$ cat config.mk
export PLATFORM = sky130hd
export DESIGN_NAME = rom_fetch_unit
export DESIGN_NICKNAME = d
export VERILOG_FILES = /design/src/rtl/rom_fetch_unit.sv
export SDC_FILE = /design/constraint.sdc
export NUM_CORES = 1
export LEC_CHECK = 0
export BUFFER_PORTS_ARGS = -buffer_cell sky130_fd_sc_hd__buf_2
export CORE_MARGIN = 3
export CORE_UTILIZATION = 45
export DETAILED_ROUTE_END_ITERATION = 6
export PLACE_DENSITY = 0.61
export RECOVER_POWER = 100
export SETUP_SLACK_MARGIN = 0.15
export SLEW_MARGIN = 20
export SYNTH_ARGS = -nofsm -noshare
export SYNTH_HDL_FRONTEND = slang
export SYNTH_SLANG_ARGS = --single-unit
$ cat constraint.sdc
create_clock -name clock -period 5.4 [get_ports clock]
set_input_delay 0.54 -clock clock [delete_from_list [all_inputs] [get_ports clock]]
set_output_delay 0.54 -clock clock [all_outputs]
set_load 0.02 [all_outputs]
$ cat src/rtl/rom_fetch_unit.sv
// Program-ROM fetch front end: issues byte addresses, buffers returned bytes.
// Optional stall statistics counter enabled by defining FETCH_STATS_EN.
module rom_fetch_unit #(
    parameter int          FIFO_DEPTH = 4,
    parameter logic [15:0] RESET_PC   = 16'h0000
) (
    input  logic        clock,
    input  logic        reset,
    output logic [15:0] rom_addr,
    input  logic [7:0]  rom_data,
    input  logic        jump,
    input  logic [15:0] jump_addr,
    output logic [7:0]  byte_out,
    output logic [15:0] byte_pc,
    output logic        byte_valid,
    input  logic        byte_ready,
    output logic [15:0] stall_count
);

    localparam int AW = $clog2(FIFO_DEPTH);

    logic [15:0]   fetch_pc;
    logic [15:0]   rd_pc;
    logic          rd_pend;
    logic [7:0]    mem_byte [FIFO_DEPTH];
    logic [15:0]   mem_pc   [FIFO_DEPTH];
    logic [AW-1:0] wr_ptr;
    logic [AW-1:0] rd_ptr;
    logic [AW:0]   count;
    logic [AW+1:0] credit;
    logic          issue;
    logic          push;
    logic          pop;

    // Credits already committed: buffered bytes plus the read in flight.
    assign credit     = {1'b0, count} + {{(AW + 1){1'b0}}, rd_pend};
    assign issue      = credit < (AW + 2)'(FIFO_DEPTH);
    assign push       = rd_pend;
    assign byte_valid = (count != '0);
    assign pop        = byte_valid & byte_ready;

    assign rom_addr = fetch_pc;
    assign byte_out = byte_valid ? mem_byte[rd_ptr] : 8'h00;
    assign byte_pc  = byte_valid ? mem_pc[rd_ptr]   : 16'h0000;

    // Fetch PC, in-flight read tracking and FIFO occupancy; jump flushes all.
    always_ff @(posedge clock) begin
        if (reset) begin
            fetch_pc <= RESET_PC;
            rd_pend  <= 1'b0;
            rd_pc    <= RESET_PC;
            count    <= '0;
            wr_ptr   <= '0;
            rd_ptr   <= '0;
        end else if (jump) begin
            fetch_pc <= jump_addr;
            rd_pend  <= 1'b0;
            count    <= '0;
            wr_ptr   <= '0;
            rd_ptr   <= '0;
        end else begin
            rd_pend <= issue;
            if (issue) begin
                fetch_pc <= fetch_pc + 16'h0001;
                rd_pc    <= fetch_pc;
            end
            if (push) begin
                wr_ptr <= wr_ptr + 1'b1;
            end
            if (pop) begin
                rd_ptr <= rd_ptr + 1'b1;
            end
            unique case ({push, pop})
                2'b10:   count <= count + 1'b1;
                2'b01:   count <= count - 1'b1;
                default: count <= count;
            endcase
        end
    end

    // FIFO storage: capture the returned byte with the address it came from.
    always_ff @(posedge clock) begin
        if (!reset && !jump && push) begin
            mem_byte[wr_ptr] <= rom_data;
            mem_pc[wr_ptr]   <= rd_pc;
        end
    end

`ifdef FETCH_STATS_EN
    logic [15:0] stall_q;

    // Count cycles the decoder wanted a byte and none was ready; saturating.
    always_ff @(posedge clock) begin
        if (reset) begin
            stall_q <= 16'h0000;
        end else if (byte_ready && !byte_valid && stall_q != 16'hFFFF) begin
            stall_q <= stall_q + 16'h0001;
        end
    end

    assign stall_count = stall_q;
`else
    assign stall_count = 16'h0000;
`endif

endmodule

==> impl_summary.txt <==
----------------------------------------------------
[STA]
  Final setup skew ... 0.00722 ns
  Count of final setup violators ... 0
  Slew Limit Headroom ... -12.8%
  Share of the clock period used by the worst path ... 63.5%
  Final TNS setup ... 0 ns
  RSZ-0062 raised after global routing ... no
  Final count of hold timing violations ... 0
  Slew at the pin with the worst max-slew slack ... 1.69 ns
  Count of final max-slew check failures ... 75
  Tmin final ... 3.43 ns
  Peak Freq ... 292 MHz
  Min setup slack post-route ... 1.97 ns

[Critical path]
  RR Endpoint ... count[2]$_SDFFE_PP0P_
  Worst Path Buf+Inv ... 1
  Series of cell instances along the critical path ... mux4_2, and2_1, clkbuf_1
  Maximum single-stage delay on the critical path ... 1.45 ns
  Reg2reg path depth ... 8
  Crit. End Element ... primary output
  Data required time at the worst endpoint ... 4.86 ns
  Worst Path Arrival ... 2.89 ns
  FF-to-FF setup slack ... 2.70 ns
  Critical Path Fanout Max ... 24
  Top Family by Delay on Critical Path ... flip-flops
  Classification of the worst setup path ... register to primary output
  Slowest-stage cell, CP ... dfxtp_1
  Startpoint types ... register
  Reg2reg start ... count[0]$_SDFFE_PP0P_

[Clocking]
  Clock tree from TritonCTS ... yes
  Post-CTS Setup Inserts ... 0
  Clock Pin Slew Worst Setup and Hold Paths ... 0.06 ns
  Clock insertion delay at the later pin of the skew report ... 0.41 ns
  Number of buffers created by CTS ... 17
  Hold-fix buffers, CTS ... 0
  Count of clock tree sinks ... 138
  Library cell used as clock root buffer ... clkbuf_16
  Maximum buffer depth of the clock tree ... 2
  Post-CTS Resized ... 0
  Max H-tree Level ... 4

[Logic synthesis]
  Synthesized flop and latch total ... 138
  Largest cells by area after synthesis ... edfxtp_1 (51%), dfxtp_1 (15%), mux4_2 (9.6%)
  Number of warning messages in the yosys log ... 0
  Biggest area consumer among synthesized cells ... edfxtp_1
  Cell Area, Synth ... 5630 sq um
  Number of distinct library cells after synthesis ... 34
  Synth top area share ... 51.2%
  Synthesized netlist cell count ... 402
  Synthesized area per cell ... 14.0 sq um
  Sequential fraction of the synthesis area ... 66.1%

[Placed design]
  Placer Congestion ... 0.808
  Final HPWL from detailed placement ... 6.57 mm
  Setup slack after placement ... 2.68 ns
  Count of buffers from port buffering ... 68

[Min path]
  Worst Hold Depth ... 3
  Min-delay worst type ... input port to register
  Destination of the worst hold path ... rom_addr[0]$_SDFFE_PP0P_
  Startpoint of the most critical hold path ... jump_addr[0]

[Power]
  VDD IR-drop max ... 0.000246 V
  Clk pwr share ... 50.7%
  Power per standard cell area ... 391 nW/um^2
  Internal power contribution ... 0.00209 W
  Combinational share of power ... 4.3%
  Switching share of total power ... 19.7%
  Net Sw Power ... 0.000514 W
  Sequential power share ... 45.0%
  Leakage power figure ... 2.26 nW

[Global route]
  Overflow after GRT ... 0
  Initial antenna violation count ... 0
  Vias in the first global route ... 3,305
  Overall routing resource usage ... 16.1%
  Global-route wire length before repair ... 17.4 mm
  Largest net degree at the start of global routing ... 36

[Outcome]
  Failing checks ... capacitance limit, slew limit
  Result of the run ... finished, violations left

[Finish]
  Post-layout nets ... 507
  Leading cell types in the layout, fill and taps excluded ... edfxtp_1 (96), clkbuf_1 (55), nand2_1 (42), dfxtp_1 (42), nor2_1 (25)
  Most common library cell in the layout ignoring fill and taps ... edfxtp_1
  Syn-to-layout area delta ... 18.2%
  Fraction of layout instances using a drive strength above 1 ... 15.1%
  Ant diodes ... 0

[Detailed routing]
  DR WL/cell ... 16.3 um
  Via-per-instance ratio ... 5.03
  Total detailed-routing wirelength ... 10.6 mm
  DR pass1 iterations ... 4
  Remaining routing DRC violations ... 0
  Via count ... 3,283
  DRC marker count from the first detailed-route iteration ... 210
  Remaining antenna violation count ... 0

[Floorplan]
  DIE WIDTH ... 118 um
  Ports ... 85
  Die Outline Area ... 13,900 sq um
  Die extent in y ... 118 um
  Area of the core ... 12,100 sq um
  Row count ... 40
  Starting density of the core ... 46.5%

[Job]
  Max_cap viols ... 3

----------------------------------------------------
cell usage after synthesis:
cell type  number
nand4_1         3
a21oi_1        20
a31oi_1         2
or4_4           2
conb_1          1
buf_4          17
a311oi_1        8
mux4_2         24
buf_2           2
edfxtp_1       96
nor4_1          2
and2_1         25
ha_1            6
a211oi_1        5
nor3_1          3
a21o_1          3
nand2_1        42
or2_2           1
inv_1          12
mux2i_1         1
xor2_1          5
dfxtp_1        42
buf_6           1
buf_1           1
o21ai_0         6
o21bai_1        2
xnor2_1         7
fa_1            1
or3_1           8
nor2_1         25
clkbuf_1       16
and3_1          6
a31o_1          1
nand3_1         6
through the flow:
stage                     instances  total power [W]  hold WS, ns  utilization, %  instance area (sq um)
after global placement          621          0.00131        0.478            50.1                   6070
after CTS                       653          0.00264        0.322            55.7                   6750
after global routing            653          0.00269        0.380            55.0                   6660
after floorplan                 417          0.00128        0.460               -                   5690
final                           653          0.00261        0.379            55.0                   6660
after detailed placement        621          0.00131        0.485            50.1                   6070
worst reg2reg max path, cell delays in order, from the launching register on:
cell and delay (ns):
dfxtp_1 0.39, or3_1 0.71, and2_0 0.28, ha_1 0.21, inv_1 0.06, fa_1 0.38
xor2_1 0.16, or3_1 0.30, a21oi_1 0.14
flip-flops by register name, summed over array words and instances, names as in the netlist, named ones only:
register / flops
rd_ptr: 2
count: 3
push: 1
mem_pc: 64
rom_addr: 16
rd_pc: 16
mem_byte: 32
wr_ptr: 2
worst max-delay path by stage:
| stage | startpoint | endpoint | slack [ns] | cells past startpoint |
|---|---|---|---|---|
| 4_1_cts | register | byte_pc[14] | 2.45 | 3 |
| 3_5_place_dp | count[0]$_SDFFE_PP0P_ | count[2]$_SDFFE_PP0P_ | 2.68 | 8 |
| 2_1_floorplan | register | byte_out[2] | 3.20 | 4 |
| 5_1_grt | register | byte_pc[14] | 1.64 | 3 |
| 6_report | register | byte_pc[14] | 1.97 | 3 |
| 3_3_place_gp | count[0]$_SDFFE_PP0P_ | count[2]$_SDFFE_PP0P_ | 2.81 | 8 |
cell families after synthesis:
family	share of synthesized area [%]
compound gates	5.26
xor+xnor	1.87
fa+ha+maj	1.69
buf+inv	4.58
flops	66.1
mux	9.77
other cells	0.0666
simple gates	10.7
layer usage:
| layer | vias up | track usage (%) | wire (um) |
|---|---|---|---|
| li1 | 1586 | - | - |
| met1 | 1589 | 21.9 | 5080 |
| met2 | 95 | 24.7 | 4870 |
| met3 | 13 | 4.81 | 552 |
| met4 | 0 | 5.49 | 125 |
| met5 | - | 0 | 0 |
power by group through the flow:
stage	sequential, W	clock (W)	combinational, W
6_report	0.00117	0.00132	0.000111
5_1_grt	0.00118	0.00139	0.000124
4_1_cts	0.00117	0.00134	0.000118
3_5_place_dp	0.00120	0	0.000117
3_3_place_gp	0.00119	0	0.000115
2_1_floorplan	0.00120	0	0.0000814
final cells by class:
class | count | area, sq um
clock buffer | 18 | 429
sequential | 138 | 3720
timing repair buffer | 73 | 300
multi-input combinational | 230 | 1700
tap | 168 | 210
clock inverter | 14 | 250
fill | 1037 | 5450
inverter | 12 | 45.0
(Power assumes the default switching activity.)
